$ cat config.mk
export PLATFORM = sky130hd
export DESIGN_NAME = sdpram_stream_reader
export DESIGN_NICKNAME = d
export VERILOG_FILES = /design/src/rtl/rvcpu_mem_pkg.sv /design/src/rtl/sdpram_rsp_fifo.sv /design/src/rtl/sdpram_stream_reader.sv
export SDC_FILE = /design/constraint.sdc
export NUM_CORES = 1
export LEC_CHECK = 0
export ABC_AREA = 1
export BUFFER_PORTS_ARGS = -buffer_cell sky130_fd_sc_hd__buf_4
export CAP_MARGIN = 10
export CORE_MARGIN = 3
export CORE_UTILIZATION = 56
export CTS_CLUSTER_DIAMETER = 200
export CTS_CLUSTER_SIZE = 28
export DETAILED_ROUTE_END_ITERATION = 6
export PLACE_DENSITY = 0.85
export SLEW_MARGIN = 20
export SYNTH_ARGS = -nofsm -noshare
export SYNTH_HDL_FRONTEND = slang
export SYNTH_SLANG_ARGS = --single-unit
$ cat constraint.sdc
create_clock -name clk -period 6.4 [get_ports clk]
set_input_delay 0.64 -clock clk [delete_from_list [all_inputs] [get_ports clk]]
set_output_delay 0.64 -clock clk [all_outputs]
set_load 0.05 [all_outputs]
$ cat src/rtl/rvcpu_mem_pkg.sv
// Shared helpers for the memory-side initiators: counter sizing and
// elaboration-time parameter legality checks.
package rvcpu_mem_pkg;

  function automatic int cnt_width(input int depth);
    return $clog2(depth + 1);
  endfunction

  // The FIFO must be able to absorb every read already launched into the RAM pipeline.
  function automatic bit reader_params_ok(input int read_latency, input int buf_depth);
    return (read_latency >= 1) && (buf_depth >= read_latency + 1);
  endfunction

endpackage

$ cat src/rtl/sdpram_rsp_fifo.sv
// Synchronous ring-buffer FIFO for RAM read responses; any depth >= 1,
// pointers wrap modulo Depth. Synchronous active-low reset on rst.
module sdpram_rsp_fifo
  import rvcpu_mem_pkg::*;
#(
  parameter int Depth = 3,
  parameter int Width = 32
) (
  input  logic                         clk,
  input  logic                         rst,
  input  logic                         push,
  input  logic [Width-1:0]             push_data,
  input  logic                         pop,
  output logic [Width-1:0]             head,
  output logic [cnt_width(Depth)-1:0]  count
);

  localparam int PtrW = (Depth > 1) ? $clog2(Depth) : 1;
  localparam int CntW = cnt_width(Depth);

  logic [Width-1:0] mem_q [Depth];
  logic [PtrW-1:0]  wr_ptr_q, rd_ptr_q;
  logic [CntW-1:0]  count_q;
  logic             do_pop;

  function automatic logic [PtrW-1:0] ptr_inc(input logic [PtrW-1:0] p);
    return (p == PtrW'(Depth - 1)) ? '0 : p + 1'b1;
  endfunction

  assign do_pop = pop && (count_q != '0);
  assign head   = mem_q[rd_ptr_q];
  assign count  = count_q;

  always_ff @(posedge clk) begin
    if (!rst) begin
      wr_ptr_q <= '0;
      rd_ptr_q <= '0;
      count_q  <= '0;
    end else begin
      if (push) begin
        mem_q[wr_ptr_q] <= push_data;
        wr_ptr_q        <= ptr_inc(wr_ptr_q);
      end
      if (do_pop) rd_ptr_q <= ptr_inc(rd_ptr_q);
      case ({push, do_pop})
        2'b10:   count_q <= count_q + 1'b1;
        2'b01:   count_q <= count_q - 1'b1;
        default: ;
      endcase
    end
  end

  always_ff @(posedge clk) begin
    if (rst && push && !do_pop)
      assert (count_q < CntW'(Depth)) else $error("sdpram_rsp_fifo: push into full FIFO");
  end

endmodule

$ cat src/rtl/sdpram_stream_reader.sv
// Read-port initiator for the simple dual-port RAM with a credit-guarded response FIFO.
// Define SDPRAM_READER_BYPASS_EN to let returning data skip an empty FIFO.
module sdpram_stream_reader
  import rvcpu_mem_pkg::*;
#(
  parameter int AddrBusWidth = 32,
  parameter int DataBusWidth = 32,
  parameter int ReadLatency  = 1,
  parameter int BufDepth     = ReadLatency + 2
) (
  input  logic                    clk,
  input  logic                    rst,
  input  logic                    req_valid,
  output logic                    req_ready,
  input  logic [AddrBusWidth-1:0] req_addr,
  output logic                    rsp_valid,
  input  logic                    rsp_ready,
  output logic [DataBusWidth-1:0] rsp_data,
  output logic                    ram_re,
  output logic [AddrBusWidth-1:0] ram_addr,
  input  logic [DataBusWidth-1:0] ram_rdata,
  output logic                    busy
);

  localparam int CntW = cnt_width(BufDepth);
  localparam int SumW = CntW + 1;

  if (!reader_params_ok(ReadLatency, BufDepth)) begin : g_param_err
    $error("sdpram_stream_reader: need ReadLatency >= 1 and BufDepth >= ReadLatency+1");
  end

  logic [ReadLatency-1:0]  vld_pipe_q, vld_pipe_d;
  logic [CntW-1:0]         inflight_q, inflight_d;
  logic [CntW-1:0]         fifo_cnt;
  logic                    started_q;
  logic                    issue, ret, push, pop, fifo_empty, credit_ok;
  logic [DataBusWidth-1:0] fifo_head;

  // Every launched read owns a FIFO slot until its response is consumed.
  assign credit_ok  = (SumW'(inflight_q) + SumW'(fifo_cnt)) < SumW'(BufDepth);
  assign req_ready  = started_q && rst && credit_ok;
  assign issue      = req_valid && req_ready;
  assign ram_re     = issue;
  assign ram_addr   = req_addr;
  assign ret        = vld_pipe_q[ReadLatency-1];
  assign fifo_empty = (fifo_cnt == '0);
  assign pop        = rsp_ready && !fifo_empty;
  assign busy       = (inflight_q != '0) || !fifo_empty;

`ifdef SDPRAM_READER_BYPASS_EN
  logic bypass;
  assign bypass    = fifo_empty && ret;
  assign rsp_valid = !fifo_empty || bypass;
  assign rsp_data  = !fifo_empty ? fifo_head : (bypass ? ram_rdata : '0);
  assign push      = ret && !(bypass && rsp_ready);
`else
  assign rsp_valid = !fifo_empty;
  assign rsp_data  = rsp_valid ? fifo_head : '0;
  assign push      = ret;
`endif

  always_comb begin
    vld_pipe_d = (vld_pipe_q << 1) | ReadLatency'(issue);
    inflight_d = inflight_q + CntW'(issue) - CntW'(ret);
  end

  always_ff @(posedge clk) begin
    if (!rst) begin
      vld_pipe_q <= '0;
      inflight_q <= '0;
      started_q  <= 1'b0;
    end else begin
      vld_pipe_q <= vld_pipe_d;
      inflight_q <= inflight_d;
      started_q  <= 1'b1;
    end
  end

  sdpram_rsp_fifo #(
    .Depth (BufDepth),
    .Width (DataBusWidth)
  ) u_fifo (
    .clk       (clk),
    .rst       (rst),
    .push      (push),
    .push_data (ram_rdata),
    .pop       (pop),
    .head      (fifo_head),
    .count     (fifo_cnt)
  );

endmodule

==> impl_metrics.ini, run 1 <==
[status]
status = completed

[floorplan]
dieArea_um2 = 9670
die_x_um = 98.4
start_util_pct = 57.8
coreArea_um2 = 8260
pin_count = 136
die_h_um = 98.4
rows = 33

[routing]
via_count = 2990
wl_per_cell_um = 14.8
viasPerCell = 5.09
highest_layer = met4
drc = 0
drt-initial-drc-count = 179
drt_wl_total_um = 8700
route.met2.wl_um = 4460
final_antenna_net_count = 0
wl_met1_um = 3460
dr_wl_met3_um = 452
dr.pass1.iters = 4

[setup_path]
critPathKind = flip-flop to primary output
worstPathRequired_ns = 5.76
critPathArrivalTime_ns = 2.16
critPathMaxFanout = 64
startpoint_type = flip-flop
r2r_cells = 9
crit_chain = o21ai_0 -> o21ai_1 -> inv_1 -> buf_4
cp-end-kind = primary output
cp_slowest_cell = dfxtp_2
max_stage_delay_ns = 1.03

[global_routing]
overflow = 0
grt_antenna_before_repair = 0
grt_pass1_wl_um = 13800
grt_pass1_vias = 2995
grt_start_max_net_pins = 65
grt_util_all_layers_pct = 18.1

[cts]
htree_levels = 3
post_cts_resized = 0
cts_setup_buffers = 0
cts.sinks = 108
cts_inserted_buffers = 9
root_buffer = clkbuf_8
cts_tree = done
hold_buffers = 0
clk_pin_slew_ns = 0.10
clock_latency_ns = 0.35
clockBufferDepth = 2

[sta]
timing.final.max_slew_violations = 0
grt_setup_unrepaired = no
finalHoldViolCount = 0
final.setup.worst_slack_ns = 3.60
hold_ws_ns = 0.467
max-slew-margin-rel_pct = 30.7
skew_ns = 0.00846
worst_pin_slew_ns = 1.04
setup_viol = 0
timing.fmax_mhz = 358
fin_tns_setup_ns = 0
period_share_pct = 43.7
period_minus_slack_ns = 2.80

[synthesis]
synth.most_common_cell = inv_1
syn-instance-count = 445
yosys_warnings = 0
synth_top_area_share_pct = 60.3
yosys.area.top_type = edfxtp_1
netlist_top_cells_area = edfxtp_1 (60%), inv_1 (8.5%), buf_4 (5.5%), dfxtp_1 (5.0%), nand2_1 (4.0%)
synthFlopType = edfxtp_1
syn-num-nets = 518
synthArstFlopShare_pct = 0
ys_top_cells_by_count = inv_1 (108), edfxtp_1 (96), nand2_1 (51), o21ai_0 (38), buf_4 (35)
netlist_area_um2 = 4780
syn_area_per_cell_um2 = 10.7
synth_edf_count = 96
ys_ff_latch = 108
ys_seq_area_share_pct = 65.4
synth.distinct_cells = 23

[run]
maxCapViolCount = 0

[power_and_ir_drop]
p_sw_mw = 0.460
ir_drop_uv = 190
power.density_nw_per_um2 = 286
p_clk_share_pct = 26.8
power_frac_seq_pct = 53.4
p_int_mw = 1.06
total_power_mw = 1.52
leakagePower_nw = 2.42
p_comb_share_pct = 19.9
p_sw_share_pct = 30.3

[place]
dp_slack_ns = 3.87
hpwlAfterDp_um = 5620
numPortBuffers = 71
place_congestion = 0.694

[finish]
antenna_cells = 0
syn2layout_area_growth_pct = 11.2
fin_nets = 551
fillers = 653
layout-drive-gt1-share_pct = 20.3

[min_path]
hold_path_class = primary input to flip-flop
min_path_cells = 1
[cell usage in the layout, fill, tap and decap left out, types with 3 or more instances in the layout]
cell type and n:
a21oi_1 34, buf_4 72, clkbuf_8 9, dfxtp_1 10, edfxtp_1 96, ha_1 4, inv_1 108, nand2_1 51
nor2_1 10, nor2_4 3, o21ai_0 38, o21ai_1 27
[stage by stage]
step                      utilization [%]  area [µm²]  instances
final                                64.3        5310        588
after global routing                 64.3        5310        588
after CTS                            64.3        5310        588
after detailed placement             61.9        5110        572
after global placement               61.9        5110        572
after floorplan                         -        4780        445
[final timing paths]
path                      start  slack (ns)            end
min                         rst        0.47      started_q
min reg2reg  u_fifo.rd_ptr_q[1]        0.52      flip-flop
max reg2reg     u_fifo.count[0]        4.18  inflight_q[1]
max                   flip-flop        3.60    rsp_data[2]
[power by group through the flow]
| stage | registers (mW) | logic, mW | clock network (mW) |
|---|---|---|---|
| floorplan | 0.801 | 0.292 | 0 |
| global placement | 0.825 | 0.295 | 0 |
| detailed placement | 0.827 | 0.303 | 0 |
| CTS | 0.810 | 0.304 | 0.414 |
| global route | 0.815 | 0.327 | 0.443 |
| finish | 0.810 | 0.301 | 0.406 |
[layout make-up]
class / count / area (µm²) / area share, %
clock buffer: 9 / 124 / 2.33
clock inverter: 7 / 76.3 / 1.44
inverter: 108 / 405 / 7.63
multi-input combinational: 179 / 906 / 17.1
sequential: 108 / 3130 / 58.9
tap: 105 / 131 / 2.47
timing repair buffer: 72 / 541 / 10.2
[kinds of logic after synthesis]
family / Yosys count / synth area share, %
buffers and inverters: 158 / 16.1
flip-flops: 108 / 65.4
AO/OA/AOI/OAI: 101 / 10.6
AND/OR/NAND/NOR: 73 / 6.44
adder cells (fa/ha/maj): 5 / 1.47
[worst max-delay path: cells and delay by family (launching register included)]
family                 cells  cell delay [ns]
AOI/OAI and AO/OA          2             0.49
DFF                        1             1.03
buffers and inverters      2             0.26
[flip-flops by register name (all words and copies together) (netlist names), named ones only]
register and cells:
u_fifo.mem_q 96, inflight_q 2, u_fifo.count 2, u_fifo.rd_ptr_q 2
u_fifo.wr_ptr_q 2, push 1, started_q 1
[routing by layer]
layer  vias up  GRT usage [%]
li1       1459              -
met1      1415           20.6
met2        76           32.0
met3        40           3.71
met4         0           9.03
met5         -              0
(Power assumes the default switching activity.)
==> run 2: changes to the inputs <==
Settings changed: CORE_UTILIZATION 56 to 52, PLACE_DENSITY 0.85 to 0.8.
Clock period 6.4 ns to 2.6 ns, I/O delays scaled along.
==> run 2 against run 1 <==
  * Global-route usage fell by 0.29 points
  * Combinational power rose to 2.7 times the previous value
  * Non-clock buffer count rose by 9
  * Clock-buffer cell count rose by 2
  * Routed wire length rose by 3.2%
  * Clock power rose by 150%
  * Clock skew rose by 0.0030 ns
  * Sequential power rose by 140%
  * Register-to-register slack got worse by 3.8 ns
  * Cell area rose by 1.9%
==> impl_metrics.ini, run 2 (same netlist as run 1, synthesis figures left out) <==
[cts]
clock_latency_ns = 0.36
root_buffer = clkbuf_8
post_cts_resized = 0
htree_levels = 3
cts_setup_buffers = 0
cts_inserted_buffers = 9
clockBufferDepth = 2
cts_tree = done
clk_pin_slew_ns = 0.10
hold_buffers = 0
cts.sinks = 108

[routing]
dr.pass1.iters = 4
viasPerCell = 5.05
drt-initial-drc-count = 161
wl_per_cell_um = 15.0
drt_wl_total_um = 8970
via_count = 3028
drc = 0
final_antenna_net_count = 0

[place]
place_congestion = 0.749
hpwlAfterDp_um = 5950
numPortBuffers = 71
post-place-cells = 584

[power_and_ir_drop]
p_int_mw = 2.62
p_sw_share_pct = 30.2
p_comb_share_pct = 21.3
p_sw_mw = 1.13
power_frac_seq_pct = 52.2
power.density_nw_per_um2 = 694
total_power_mw = 3.76
leakagePower_nw = 2.47
p_clk_share_pct = 26.5
ir_drop_uv = 391

[finish]
post_layout_nonfiller_instances = 600
largest-register = u_fifo.mem_q
antenna_cells = 0
layout_commonest_cell = inv_1
fin_nets = 560
syn2layout_area_growth_pct = 13.3
fillers = 693
layout-drive-gt1-share_pct = 21.5
final_cell_mix = inv_1 (108), edfxtp_1 (96), buf_4 (79)
largest_reg_flops = 96

[sta]
max-slew-margin-rel_pct = 63.1
skew_ns = 0.0115
period_minus_slack_ns = 2.34
hold_ws_ns = 0.0903
setup_viol = 0
finalHoldViolCount = 0
fin_tns_setup_ns = 0
period_share_pct = 89.9
grt_setup_unrepaired = no
worst_pin_slew_ns = 0.554
timing.final.max_slew_violations = 0
timing.fmax_mhz = 428

[floorplan]
dieArea_um2 = 10400
pin_count = 136
die_x_um = 102
coreArea_um2 = 8810
die_h_um = 102
start_util_pct = 54.2
rows = 34

[setup_path]
critPathArrivalTime_ns = 2.08
critPathKind = flip-flop to primary output
critPathMaxFanout = 5
startpoint_type = flip-flop
cp-end-kind = primary output
worstPathRequired_ns = 2.34

[min_path]
hold_path_class = primary input to flip-flop

[global_routing]
grt_antenna_before_repair = 0
grt_util_all_layers_pct = 17.8
grt_pass1_vias = 3116
grt_start_max_net_pins = 30
overflow = 0
grt_pass1_wl_um = 14200

[run]
maxCapViolCount = 0

[status]
status = completed
[run 2: cell count changes in the layout (fill, tap and decap cells not counted), sizes merged]
cell    change
buf         +9
clkbuf      +2
clkinv      -2
[run 2: worst max-delay path, stage by stage (launching register included)]
cell and delay [ns]:
dfxtp_1 0.45, ha_1 0.20, fa_1 0.42, nand2_1 0.08, nor3b_4 0.20, and2_2 0.19, buf_4 0.19
[run 2: layer usage]
layer / routed length, µm / global-route usage [%] / part of all wire [%]
met2: 4770 / 32.0 / 53
met3: 465 / 2.87 / 5.2
met4: 272 / 9.99 / 3.0
met5: 0 / 0 / 0
met1: 3460 / 20.0 / 39
[run 2: path summary, 6_finish.rpt]
check / start / to / slack, ns / cells past startpoint
worst max-delay path: u_fifo.count[0] / ram_re / 0.26 / 6
worst max register to register: u_fifo.count[0] / inflight_q[1] / 0.36 / 9
worst min register to register: u_fifo.rd_ptr_q[1] / flip-flop / 0.51 / 2
worst min-delay path: ram_rdata[3] / u_fifo.mem_q[2][3] / 0.09 / 1
[run 2: metrics by stage]
step	util, %	cell area [µm²]	setup WS (ns)
floorplan	-	4790	0.0305
global placement	59.3	5220	0.422
detailed placement	59.3	5220	0.365
CTS	61.5	5410	0.231
global route	61.5	5410	0.115
finish	61.5	5410	0.264
[run 2: final cells by class]
class	instances	area [µm²]	area share, %
Sequential cell	108	3130	57.7
Multi-Input combinational cell	179	920	17.0
Timing Repair Buffer	81	633	11.7
Inverter	108	405	7.49
Tap cell	108	135	2.50
Clock buffer	11	131	2.43
Clock inverter	5	62.6	1.16
[run 2: power by group through the flow]
stage          logic [mW]  registers (mW)  clock network [mW]
6_report            0.800            1.96               0.995
5_1_grt             0.865            1.97                1.09
4_1_cts             0.808            1.96                1.01
3_5_place_dp        0.805            2.00                   0
3_3_place_gp        0.785            2.00                   0
2_1_floorplan       0.721            1.97                   0
